`src/rtl/seq_mul_add_pkg.sv`:
```
// ---------------------------------------------------------------------------
// seq_mul_add_pkg
//   Shared definitions for the sequential multiply-accumulate block:
//   default operand width and the FSM state encoding.  The encoding matches
//   the restoring divider so both blocks decode state the same way.
// ---------------------------------------------------------------------------
package seq_mul_add_pkg;

  localparam int unsigned W_DEFAULT = 8;

  typedef enum logic [1:0] {
    ST_IDLE = 2'd0,
    ST_CALC = 2'd1,
    ST_DONE = 2'd2
  } state_t;

endpackage

```
`src/rtl/seq_mul_add.sv`:
```
// ---------------------------------------------------------------------------
// seq_mul_add
//   Sequential shift-add multiply-accumulate, unsigned: p = q*b + r.
//   Used as the inverse of the restoring divider (quotient, divisor,
//   remainder in -> dividend out) and as a general small multiplier.
//   Fixed latency of W CALC cycles, one operation in flight.
//
// Ports
//   clk        in   1    clock, rising edge
//   rst        in   1    asynchronous active-high reset
//   in_valid   in   1    q/b/r valid
//   in_ready   out  1    operands accepted (IDLE only)
//   q          in   W    multiplier (quotient)
//   b          in   W    multiplicand (divisor)
//   r          in   W    addend (remainder), zero-extended
//   out_valid  out  1    p valid, held until out_ready
//   out_ready  in   1    downstream accepts p
//   p          out  2W   result q*b + r
// ---------------------------------------------------------------------------
module seq_mul_add
  import seq_mul_add_pkg::*;
#(
  parameter int unsigned W = W_DEFAULT
) (
  input  logic           clk,
  input  logic           rst,
  input  logic           in_valid,
  output logic           in_ready,
  input  logic [W-1:0]   q,
  input  logic [W-1:0]   b,
  input  logic [W-1:0]   r,
  output logic           out_valid,
  input  logic           out_ready,
  output logic [2*W-1:0] p
);

  localparam int unsigned CW = $clog2(W) + 1;

  state_t           state_r;
  state_t           state_next_s;
  logic [2*W-1:0]   acc_r;
  logic [2*W-1:0]   mcand_r;
  logic [W-1:0]     mplier_r;
  logic [CW-1:0]    cnt_r;
  logic [2*W-1:0]   p_r;
  logic             out_valid_r;
  logic [2*W-1:0]   acc_step_s;
  logic             last_step_s;

  // One shift-add step: add the shifted multiplicand when the current
  // multiplier bit is set.  q*b + r never exceeds 2^(2W) - 2^W, so the
  // 2W-bit sum cannot overflow and no carry out is kept.
  function automatic logic [2*W-1:0] mac_step(input logic [2*W-1:0] acc,
                                              input logic [2*W-1:0] mcand,
                                              input logic           bit0);
    if (bit0) begin
      return acc + mcand;
    end else begin
      return acc;
    end
  endfunction

  assign acc_step_s  = mac_step(acc_r, mcand_r, mplier_r[0]);
  assign last_step_s = (cnt_r == CW'(W - 1));

  // in_ready depends on state only, never on in_valid.
  assign in_ready  = (state_r == ST_IDLE);
  assign out_valid = out_valid_r;
  assign p         = p_r;

  // Next-state logic; unused encoding falls back to IDLE.
  always_comb begin
    state_next_s = state_r;
    case (state_r)
      ST_IDLE: begin
        if (in_valid) begin
          state_next_s = ST_CALC;
        end else begin
          state_next_s = ST_IDLE;
        end
      end
      ST_CALC: begin
        // No early exit on a zero multiplier: latency is data-independent.
        if (last_step_s) begin
          state_next_s = ST_DONE;
        end else begin
          state_next_s = ST_CALC;
        end
      end
      ST_DONE: begin
        if (out_ready) begin
          state_next_s = ST_IDLE;
        end else begin
          state_next_s = ST_DONE;
        end
      end
      default: begin
        state_next_s = ST_IDLE;
      end
    endcase
  end

  // State register.
  always_ff @(posedge clk or posedge rst) begin
    if (rst) begin
      state_r <= ST_IDLE;
    end else begin
      state_r <= state_next_s;
    end
  end

  // Datapath: operand capture, shift-add iteration, result and valid flag.
  always_ff @(posedge clk or posedge rst) begin
    if (rst) begin
      acc_r       <= {(2*W){1'b0}};
      mcand_r     <= {(2*W){1'b0}};
      mplier_r    <= {W{1'b0}};
      cnt_r       <= {CW{1'b0}};
      p_r         <= {(2*W){1'b0}};
      out_valid_r <= 1'b0;
    end else begin
      case (state_r)
        ST_IDLE: begin
          if (in_valid) begin
            acc_r    <= {{W{1'b0}}, r};
            mcand_r  <= {{W{1'b0}}, b};
            mplier_r <= q;
            cnt_r    <= {CW{1'b0}};
          end
        end
        ST_CALC: begin
          acc_r    <= acc_step_s;
          mcand_r  <= mcand_r << 1;
          mplier_r <= mplier_r >> 1;
          cnt_r    <= cnt_r + CW'(1);
          if (last_step_s) begin
            p_r         <= acc_step_s;
            out_valid_r <= 1'b1;
          end
        end
        ST_DONE: begin
          // p_r keeps the last result after the handshake.
          if (out_ready) begin
            out_valid_r <= 1'b0;
          end
        end
        default: begin
          out_valid_r <= 1'b0;
        end
      endcase
    end
  end

endmodule

```
`config.mk`:
```
export PLATFORM = sky130hd
export DESIGN_NAME = seq_mul_add
export DESIGN_NICKNAME = d
export VERILOG_FILES = /design/src/rtl/seq_mul_add_pkg.sv /design/src/rtl/seq_mul_add.sv
export SDC_FILE = /design/constraint.sdc
export NUM_CORES = 1
export LEC_CHECK = 0
export CAP_MARGIN = 25
export CORE_ASPECT_RATIO = 1.1
export CORE_UTILIZATION = 35
export CTS_CLUSTER_DIAMETER = 60
export CTS_CLUSTER_SIZE = 30
export DETAILED_ROUTE_END_ITERATION = 12
export PLACE_DENSITY = 0.62
export SLEW_MARGIN = 20
export SYNTH_ARGS = -nofsm -noshare
export SYNTH_HDL_FRONTEND = slang
export SYNTH_SLANG_ARGS = --single-unit
```
`constraint.sdc`:
```
create_clock -name clk -period 2.5 [get_ports clk]
set_input_delay 0.375 -clock clk [delete_from_list [all_inputs] [get_ports clk]]
set_output_delay 0.375 -clock clk [all_outputs]
set_load 0.02 [all_outputs]
```
==> impl_metrics.prom, run 1 <==
# TYPE chip_impl_metric gauge
chip_impl_metric{name="cts_buffer_depth",unit=""} 2
chip_impl_metric{name="routed_wirelength",unit="um"} 7770
chip_impl_info{name="critPathLaunch",value="acc_r[0]"} 1
chip_impl_metric{name="finalNonFillerCells",unit=""} 520
chip_impl_metric{name="clock_sink_count",unit=""} 63
chip_impl_info{name="rsz0062_at_grt",value="yes"} 1
chip_impl_metric{name="yosys.cell_types.count",unit=""} 45
chip_impl_metric{name="clkTransAtPathRegs",unit="ns"} 0.07
chip_impl_metric{name="synth.top_cell.area_share",unit="%"} 48.0
chip_impl_metric{name="ys_seq_elements",unit=""} 63
chip_impl_metric{name="fillerInstances",unit=""} 881
chip_impl_metric{name="dr_iter_0_viols",unit=""} 183
chip_impl_metric{name="final-max-slew-violation-count",unit=""} 0
chip_impl_metric{name="number_of_flops_mapped_to_enable_cells_by_yosys",unit=""} 0
chip_impl_info{name="worstSetupPathType",value="reg -> reg"} 1
chip_impl_metric{name="flow.area_growth_from_synthesis",unit="%"} 26.7
chip_impl_metric{name="post-place-cells",unit=""} 504
chip_impl_metric{name="timing_worst_slew_pin_value",unit="ns"} 0.548
chip_impl_metric{name="grt_antenna_before_repair",unit=""} 0
chip_impl_metric{name="synth.net_count",unit=""} 391
chip_impl_metric{name="first_global_vias",unit=""} 2552
chip_impl_metric{name="cp_max_fo",unit=""} 3
chip_impl_metric{name="num_rows",unit=""} 36
chip_impl_metric{name="timing.max_slew.rel_slack",unit="%"} 63.4
chip_impl_metric{name="drt-pass1-iter-count",unit=""} 4
chip_impl_metric{name="start_util",unit="%"} 36.5
chip_impl_metric{name="antennaDiodeCount",unit=""} 0
chip_impl_metric{name="total_leakage_power",unit="uW"} 0.00186
chip_impl_info{name="clock-root-buffer",value="sky130_fd_sc_hd__clkbuf_8"} 1
chip_impl_metric{name="ctsHtreeMaxLevel",unit=""} 3
chip_impl_metric{name="grt_start_max_net_pins",unit=""} 64
chip_impl_metric{name="vias",unit=""} 2674
chip_impl_metric{name="finalCritPeriodShare",unit="%"} 96.0
chip_impl_metric{name="netSwitchingFraction",unit="%"} 43.3
chip_impl_info{name="yosys_most_used_dff",value="sky130_fd_sc_hd__dfrtp_1"} 1
chip_impl_metric{name="p_comb_share",unit="%"} 57.5
chip_impl_info{name="start_kind",value="register"} 1
chip_impl_metric{name="track_usage",unit="%"} 17.4
chip_impl_metric{name="maxCapViolations",unit=""} 0
chip_impl_info{name="crit-reg2reg-launch",value="acc_r[0]"} 1
chip_impl_metric{name="die_height",unit="um"} 104
chip_impl_metric{name="cts_setup_buffers",unit=""} 0
chip_impl_metric{name="vias_per_cell",unit=""} 5.14
chip_impl_metric{name="worst-endpoint-required",unit="ns"} 2.75
chip_impl_metric{name="gp_routability_congestion",unit=""} 0.843
chip_impl_metric{name="syn_inst",unit=""} 346
chip_impl_info{name="layout_common_cells",value="63 x sky130_fd_sc_hd__dfrtp_1, 51 x sky130_fd_sc_hd__nand2_1, 45 x sky130_fd_sc_hd__nor2_1, 45 x sky130_fd_sc_hd__clkdlybuf4s50_1, 34 x sky130_fd_sc_hd__o21ai_0"} 1
chip_impl_metric{name="dp_hpwl",unit="um"} 5390
chip_impl_info{name="netlist.top_cell.by_area",value="sky130_fd_sc_hd__dfrtp_1"} 1
chip_impl_metric{name="worstPathArrival",unit="ns"} 2.65
chip_impl_metric{name="power.share.sequential",unit="%"} 29.1
chip_impl_metric{name="sequential_share_of_the_synthesized_area",unit="%"} 48.0
chip_impl_metric{name="drc_errors",unit=""} 0
chip_impl_metric{name="avgRoutedWirePerCell",unit="um"} 15.0
chip_impl_metric{name="io_buffer_count",unit=""} 45
chip_impl_metric{name="fin_crit",unit="ns"} 2.40
chip_impl_metric{name="power",unit="uW"} 6580
chip_impl_metric{name="synth.cell_area",unit="sq um"} 3290
chip_impl_metric{name="grt-ovfl-total",unit=""} 0
chip_impl_metric{name="detail-route-antenna-nets",unit=""} 0
chip_impl_metric{name="power.density",unit="nW/um^2"} 1580
chip_impl_metric{name="setup_violations",unit=""} 0
chip_impl_info{name="final_common_cell",value="sky130_fd_sc_hd__dfrtp_1"} 1
chip_impl_metric{name="floorplan.io_pins",unit=""} 46
chip_impl_metric{name="clockPowerShare",unit="%"} 13.4
chip_impl_metric{name="timing_hold_violations_final",unit=""} 0
chip_impl_info{name="cts_tree",value="built"} 1
chip_impl_info{name="hold_path.class",value="in -> async"} 1
chip_impl_metric{name="nNetsFinal",unit=""} 446
chip_impl_info{name="critPathCaptureType",value="register"} 1
chip_impl_metric{name="synth-async-reset-ratio",unit="%"} 100
chip_impl_metric{name="grt_first_pass_wirelength",unit="um"} 13000
chip_impl_metric{name="timing.clock.skew",unit="ns"} 0.00876
chip_impl_metric{name="cts-buffers-inserted",unit=""} 9
chip_impl_metric{name="yosysWarnings",unit=""} 0
chip_impl_metric{name="design.die.area",unit="sq um"} 9780
chip_impl_info{name="status",value="finished clean"} 1
chip_impl_metric{name="core",unit="sq um"} 9010
chip_impl_metric{name="postCtsHoldBufs",unit=""} 0
chip_impl_metric{name="synthesis.area_per_instance",unit="sq um"} 9.50
chip_impl_metric{name="cell_internal_power",unit="uW"} 3740
chip_impl_metric{name="clk_latency",unit="ns"} 0.34
chip_impl_metric{name="total_switching_power",unit="uW"} 2850
chip_impl_metric{name="die_width",unit="um"} 94.4
chip_impl_metric{name="vdd_drop_max",unit="mV"} 0.478
chip_impl_metric{name="maxClockFrequency",unit="GHz"} 0.417
chip_impl_metric{name="drive_gt1_share",unit="%"} 10.6
chip_impl_info{name="synth_top_cells_by_area",value="sky130_fd_sc_hd__dfrtp_1 48%, sky130_fd_sc_hd__ha_1 6.1%, sky130_fd_sc_hd__nand2_1 5.8%"} 1
metrics by stage:
step / util [%] / setup TNS (ns) / setup WS (ns) / hold slack, ns / area (sq um)
floorplan: - / 0 / 0.0971 / 0.467 / 3290
global placement: 43.7 / 0 / 0.0359 / 0.458 / 3940
detailed placement: 43.7 / 0 / 0.00396 / 0.461 / 3940
CTS: 45.8 / 0 / 0.0443 / 0.430 / 4130
global route: 46.2 / -0.0670 / -0.0670 / 0.440 / 4160
finish: 46.2 / 0 / 0.100 / 0.409 / 4160
path summary, 6_finish.rpt:
kind                             to  slack [ns]  cells after the start
max                           p[12]        0.10                      9
min                            p[6]        0.41                      3
max reg2reg                   p[12]        0.10                      9
min reg2reg                    p[5]        0.48                      2
max in group asynchronous  cnt_r[0]        1.79                      3
min in group clk               p[5]        0.48                      2
synth_stat cells (all sizes together) (3+ instances only):
master	n
a21o	4
a21oi	18
a22o	6
a22oi	5
and2	4
buf	5
clkbuf	12
dfrtp	63
ha	16
inv	4
mux2i	13
nand2	52
nand3	5
nor2	45
nor3	3
o21ai	36
o22ai	15
xnor2	9
xor2	6
critical path: stages, from the launching register on:
cell and delay, ns:
sky130_fd_sc_hd__dfrtp_1 0.40, sky130_fd_sc_hd__ha_2 0.21, sky130_fd_sc_hd__fa_2 0.36, sky130_fd_sc_hd__a21o_4 0.24, sky130_fd_sc_hd__a311oi_4 0.32, sky130_fd_sc_hd__o31ai_4 0.11, sky130_fd_sc_hd__a21o_1 0.19, sky130_fd_sc_hd__a21oi_2 0.14
sky130_fd_sc_hd__xor2_1 0.09, sky130_fd_sc_hd__a311oi_1 0.26
cell families after synthesis:
| logic type | Yosys count | synth area share (%) |
|---|---|---|
| buf+inv | 21 | 2.89 |
| simple gates | 115 | 14.4 |
| fa+ha+maj | 17 | 6.70 |
| xor+xnor | 15 | 4.00 |
| mux | 14 | 4.30 |
| compound gates | 101 | 19.8 |
| flops | 63 | 48.0 |
layout make-up:
cell class	instances	area, sq um	area share, %
multi-input cells	262	1660	39.8
well taps	114	143	3.43
flip-flops and latches	63	1580	37.9
clock buffers	12	145	3.49
repair buffers	61	583	14.0
clock inverters	4	45.0	1.08
inverters	4	15.0	0.361
power groups by stage:
stage          Clock [uW]  Sequential [uW]  Combinational [uW]
6_report              880             1920                3790
3_5_place_dp            0             1930                3680
4_1_cts               903             1920                3690
5_1_grt               950             1990                4250
3_3_place_gp            0             1920                3650
2_1_floorplan           0             1970                2560
sequential cells by signal, summed over array words and instances (netlist names):
name and cells:
acc_r 16, mcand_r 16, p 16, mplier_r 8
cnt_r 4, state_r 2, out_valid 1
layer usage:
layer  global-route usage [%]  wire, um  vias up
met1                     25.3      3760     1266
met4                     7.58       142        0
met5                        0         0        -
met3                     2.64       324       12
li1                         -         -     1338
met2                     25.3      3540       58
timing repair:
item	CTS	global route
resized for setup	0	8
pin swaps	1	6
setup endpoints to repair	1	7
(Power assumes the default switching activity.)
==> inputs of run 2 (changes only) <==
--- a/config.mk
+++ b/config.mk
@@ -5,6 +5,7 @@
 export SDC_FILE = /design/constraint.sdc
 export NUM_CORES = 1
 export LEC_CHECK = 0
+export ABC_AREA = 1
 export CAP_MARGIN = 25
 export CORE_ASPECT_RATIO = 1.1
 export CORE_UTILIZATION = 35
==> impl_metrics.prom, run 2 <==
# TYPE chip_impl_metric gauge
chip_impl_info{name="hold_path.class",value="in -> async"} 1
chip_impl_info{name="critPathCaptureType",value="output pin"} 1
chip_impl_metric{name="vias",unit=""} 3214
chip_impl_metric{name="core",unit="sq um"} 9980
chip_impl_metric{name="die_width",unit="um"} 99.0
chip_impl_metric{name="power.density",unit="nW/um^2"} 1540
chip_impl_info{name="yosys_most_used_dff",value="sky130_fd_sc_hd__dfrtp_1"} 1
chip_impl_metric{name="clk_latency",unit="ns"} 0.36
chip_impl_info{name="clock-root-buffer",value="sky130_fd_sc_hd__clkbuf_8"} 1
chip_impl_metric{name="number_of_flops_mapped_to_enable_cells_by_yosys",unit=""} 0
chip_impl_metric{name="drc_errors",unit=""} 0
chip_impl_metric{name="nNetsFinal",unit=""} 567
chip_impl_metric{name="postCtsHoldBufs",unit=""} 0
chip_impl_metric{name="drt-pass1-iter-count",unit=""} 5
chip_impl_metric{name="design.die.area",unit="sq um"} 10800
chip_impl_metric{name="muxShareOfSynthArea",unit="%"} 0
chip_impl_metric{name="cp_max_fo",unit=""} 3
chip_impl_metric{name="synthesized_area_fraction_occupied_by_xor_and_xnor_cells",unit="%"} 1.21
chip_impl_metric{name="ctsHtreeMaxLevel",unit=""} 3
chip_impl_metric{name="cts_setup_buffers",unit=""} 0
chip_impl_metric{name="antennaDiodeCount",unit=""} 0
chip_impl_metric{name="maxCapViolations",unit=""} 0
chip_impl_metric{name="sequential_share_of_the_synthesized_area",unit="%"} 43.5
chip_impl_metric{name="synthSimpleGateAreaFrac",unit="%"} 26.8
chip_impl_metric{name="yosysWarnings",unit=""} 0
chip_impl_metric{name="first_global_vias",unit=""} 3252
chip_impl_info{name="final_common_cell",value="sky130_fd_sc_hd__nand2_1"} 1
chip_impl_metric{name="setup_violations",unit=""} 0
chip_impl_metric{name="die_height",unit="um"} 109
chip_impl_info{name="cts_tree",value="built"} 1
chip_impl_metric{name="synth_compound_area_share",unit="%"} 12.0
chip_impl_metric{name="syn_inst",unit=""} 475
chip_impl_metric{name="flow.area_growth_from_synthesis",unit="%"} 20.8
chip_impl_metric{name="timing.max_slew.rel_slack",unit="%"} 38.5
chip_impl_metric{name="grt-ovfl-total",unit=""} 0
chip_impl_metric{name="timing.clock.skew",unit="ns"} 0.00677
chip_impl_info{name="status",value="finished clean"} 1
chip_impl_metric{name="total_leakage_power",unit="uW"} 0.00225
chip_impl_metric{name="routed_wirelength",unit="um"} 8990
chip_impl_metric{name="cts_buffer_depth",unit=""} 2
chip_impl_info{name="yosysMostFrequentCell",value="sky130_fd_sc_hd__nand2_1"} 1
chip_impl_info{name="gr-max-usage-layer",value="met2"} 1
chip_impl_metric{name="clkTransAtPathRegs",unit="ns"} 0.08
chip_impl_metric{name="timing_worst_slew_pin_value",unit="ns"} 0.922
chip_impl_metric{name="cts-buffers-inserted",unit=""} 9
chip_impl_metric{name="vias_per_cell",unit=""} 4.97
chip_impl_metric{name="avgRoutedWirePerCell",unit="um"} 13.9
chip_impl_metric{name="detail-route-antenna-nets",unit=""} 0
chip_impl_metric{name="grt_start_max_net_pins",unit=""} 64
chip_impl_metric{name="dr_iter_0_viols",unit=""} 123
chip_impl_metric{name="grt_use_met2",unit="%"} 32.2
chip_impl_metric{name="vdd_drop_max",unit="mV"} 0.686
chip_impl_info{name="synth_top_cells_by_area",value="sky130_fd_sc_hd__dfrtp_1 44%, sky130_fd_sc_hd__nand2_1 15%, sky130_fd_sc_hd__inv_1 7.2%"} 1
chip_impl_metric{name="yosys.area_share.adder",unit="%"} 6.08
chip_impl_metric{name="ys_seq_elements",unit=""} 63
chip_impl_metric{name="dpl_worst_slack",unit="ns"} 0.538
chip_impl_metric{name="track_usage",unit="%"} 18.9
chip_impl_metric{name="post_cts_resized",unit=""} 0
chip_impl_metric{name="io_buffer_count",unit=""} 45
chip_impl_metric{name="grt_use_met3",unit="%"} 2.31
chip_impl_metric{name="rr_worst_depth",unit=""} 12
chip_impl_metric{name="grt_antenna_before_repair",unit=""} 0
chip_impl_info{name="synth_top_family_by_area",value="simple AND/OR/NAND/NOR gates"} 1
chip_impl_info{name="layout_common_cells",value="147 x sky130_fd_sc_hd__nand2_1, 68 x sky130_fd_sc_hd__inv_1, 63 x sky130_fd_sc_hd__dfrtp_1"} 1
chip_impl_metric{name="fin_crit",unit="ns"} 2.14
chip_impl_metric{name="synthesis.area_per_instance",unit="sq um"} 7.63
chip_impl_info{name="start_kind",value="register"} 1
chip_impl_metric{name="globalRouteMet1Util",unit="%"} 23.2
chip_impl_metric{name="grt_first_pass_wirelength",unit="um"} 15700
chip_impl_metric{name="num_rows",unit=""} 38
chip_impl_info{name="worstSetupPathType",value="reg -> out"} 1
chip_impl_info{name="netlist.top_cell.by_area",value="sky130_fd_sc_hd__dfrtp_1"} 1
chip_impl_metric{name="synth.cell_area",unit="sq um"} 3620
chip_impl_metric{name="yosys.cell_types.count",unit=""} 34
chip_impl_metric{name="finalSetupTns",unit="ns"} 0
chip_impl_metric{name="gp_routability_congestion",unit=""} 0.784
chip_impl_metric{name="synth-async-reset-ratio",unit="%"} 100
chip_impl_metric{name="synth.net_count",unit=""} 520
chip_impl_metric{name="worst-endpoint-required",unit="ns"} 2.12
chip_impl_metric{name="setup_slack",unit="ns"} 0.363
chip_impl_metric{name="dp_hpwl",unit="um"} 6410
chip_impl_metric{name="finalCritPeriodShare",unit="%"} 85.5
chip_impl_metric{name="timing_hold_violations_final",unit=""} 0
chip_impl_metric{name="floorplan.io_pins",unit=""} 46
chip_impl_info{name="rsz0062_at_grt",value="no"} 1
chip_impl_info{name="post_synth_most_frequent_cells",value="147 x sky130_fd_sc_hd__nand2_1, 69 x sky130_fd_sc_hd__inv_1, 63 x sky130_fd_sc_hd__dfrtp_1, 41 x sky130_fd_sc_hd__nand3_1, 24 x sky130_fd_sc_hd__o22ai_1"} 1
chip_impl_metric{name="clock_sink_count",unit=""} 63
chip_impl_metric{name="drive_gt1_share",unit="%"} 8.35
chip_impl_metric{name="worstPathArrival",unit="ns"} 1.76
chip_impl_metric{name="maxClockFrequency",unit="GHz"} 0.468
chip_impl_metric{name="synth.top_cell.area_share",unit="%"} 43.5
chip_impl_metric{name="start_util",unit="%"} 36.3
chip_impl_metric{name="final-max-slew-violation-count",unit=""} 0
==> run 2: cell count changes in the layout (fill, tap and decap cells not counted), moves of 11 or more <==
cell,before,now
sky130_fd_sc_hd__inv_1,3,68
sky130_fd_sc_hd__mux2i_1,13,0
sky130_fd_sc_hd__nand2_1,51,147
sky130_fd_sc_hd__or2_2,0,11
sky130_fd_sc_hd__nand3_1,5,41
sky130_fd_sc_hd__nor2_1,45,17
sky130_fd_sc_hd__o21ai_0,34,9
==> run 2: final timing paths <==
| kind | from | end | slack, ns |
|---|---|---|---|
| worst max-delay path | state_r[1] | in_ready | 0.36 |
| worst max register to register | mcand_r[0] | acc_r[14] | 0.53 |
| min in group clk | p[0] | p[0] | 0.47 |
| max in group asynchronous | rst | acc_r[11] | 1.83 |
| worst min-delay path | rst | cnt_r[1] | 0.39 |
| worst min register to register | p[0] | p[0] | 0.47 |
==> run 2: cell families (layout without fill, tap and decap cells) <==
group,Yosys count,after routing
AO/OA/AOI/OAI,72,72
flip-flops,63,63
buffers and inverters,90,142
adder cells (fa/ha/maj),17,17
AND/OR/NAND/NOR,228,228
XOR/XNOR,5,5
==> run 2: power breakdown <==
| part | internal [uW] | switching [uW] |
|---|---|---|
| clock network | 389 | 446 |
| registers | 1510 | 414 |
| logic | 1580 | 2410 |
==> run 2: worst max-delay path: stages, from the launching register on <==
cell	delay, ns
sky130_fd_sc_hd__dfrtp_1	0.42
sky130_fd_sc_hd__nor2_1	0.31
sky130_fd_sc_hd__clkdlybuf4s50_1	0.68
==> run 2: layout make-up <==
cell class,instances,area [sq um]
fillers,1032,5610
multi-input cells,322,1670
flip-flops and latches,63,1580
repair buffers,53,523
inverters,73,274
well taps,120,150
clock buffers,10,138
clock inverters,6,45.0
==> run 2: stage by stage <==
| step | hold slack [ns] | power [uW] | cells | area [sq um] | util [%] |
|---|---|---|---|---|---|
| floorplan | 0.459 | 4860 | 475 | 3620 | - |
| global placement | 0.460 | 5870 | 631 | 4190 | 42.0 |
| detailed placement | 0.458 | 5960 | 631 | 4190 | 42.0 |
| CTS | 0.399 | 6820 | 647 | 4380 | 43.8 |
| global route | 0.432 | 7510 | 647 | 4380 | 43.8 |
| finish | 0.393 | 6760 | 647 | 4380 | 43.8 |
==> run 2: metal layers <==
metal  share of wire [%]  vias up
met1                  44     1503
met2                  49       71
li1                    -     1619
met5                   0        -
met3                 3.5       21
met4                 3.7        0
==> inputs of run 3 (changes only) <==
--- a/config.mk
+++ b/config.mk
@@ -13,7 +13,8 @@
 export CTS_CLUSTER_SIZE = 30
 export DETAILED_ROUTE_END_ITERATION = 12
 export PLACE_DENSITY = 0.62
-export SLEW_MARGIN = 20
+export SKIP_CTS_REPAIR_TIMING = 1
+export SLEW_MARGIN = 15
 export SYNTH_ARGS = -nofsm -noshare
 export SYNTH_HDL_FRONTEND = slang
 export SYNTH_SLANG_ARGS = --single-unit
==> results of run 3 <==
Same layout as run 2: the final DEF is identical, and so are final timing and power.
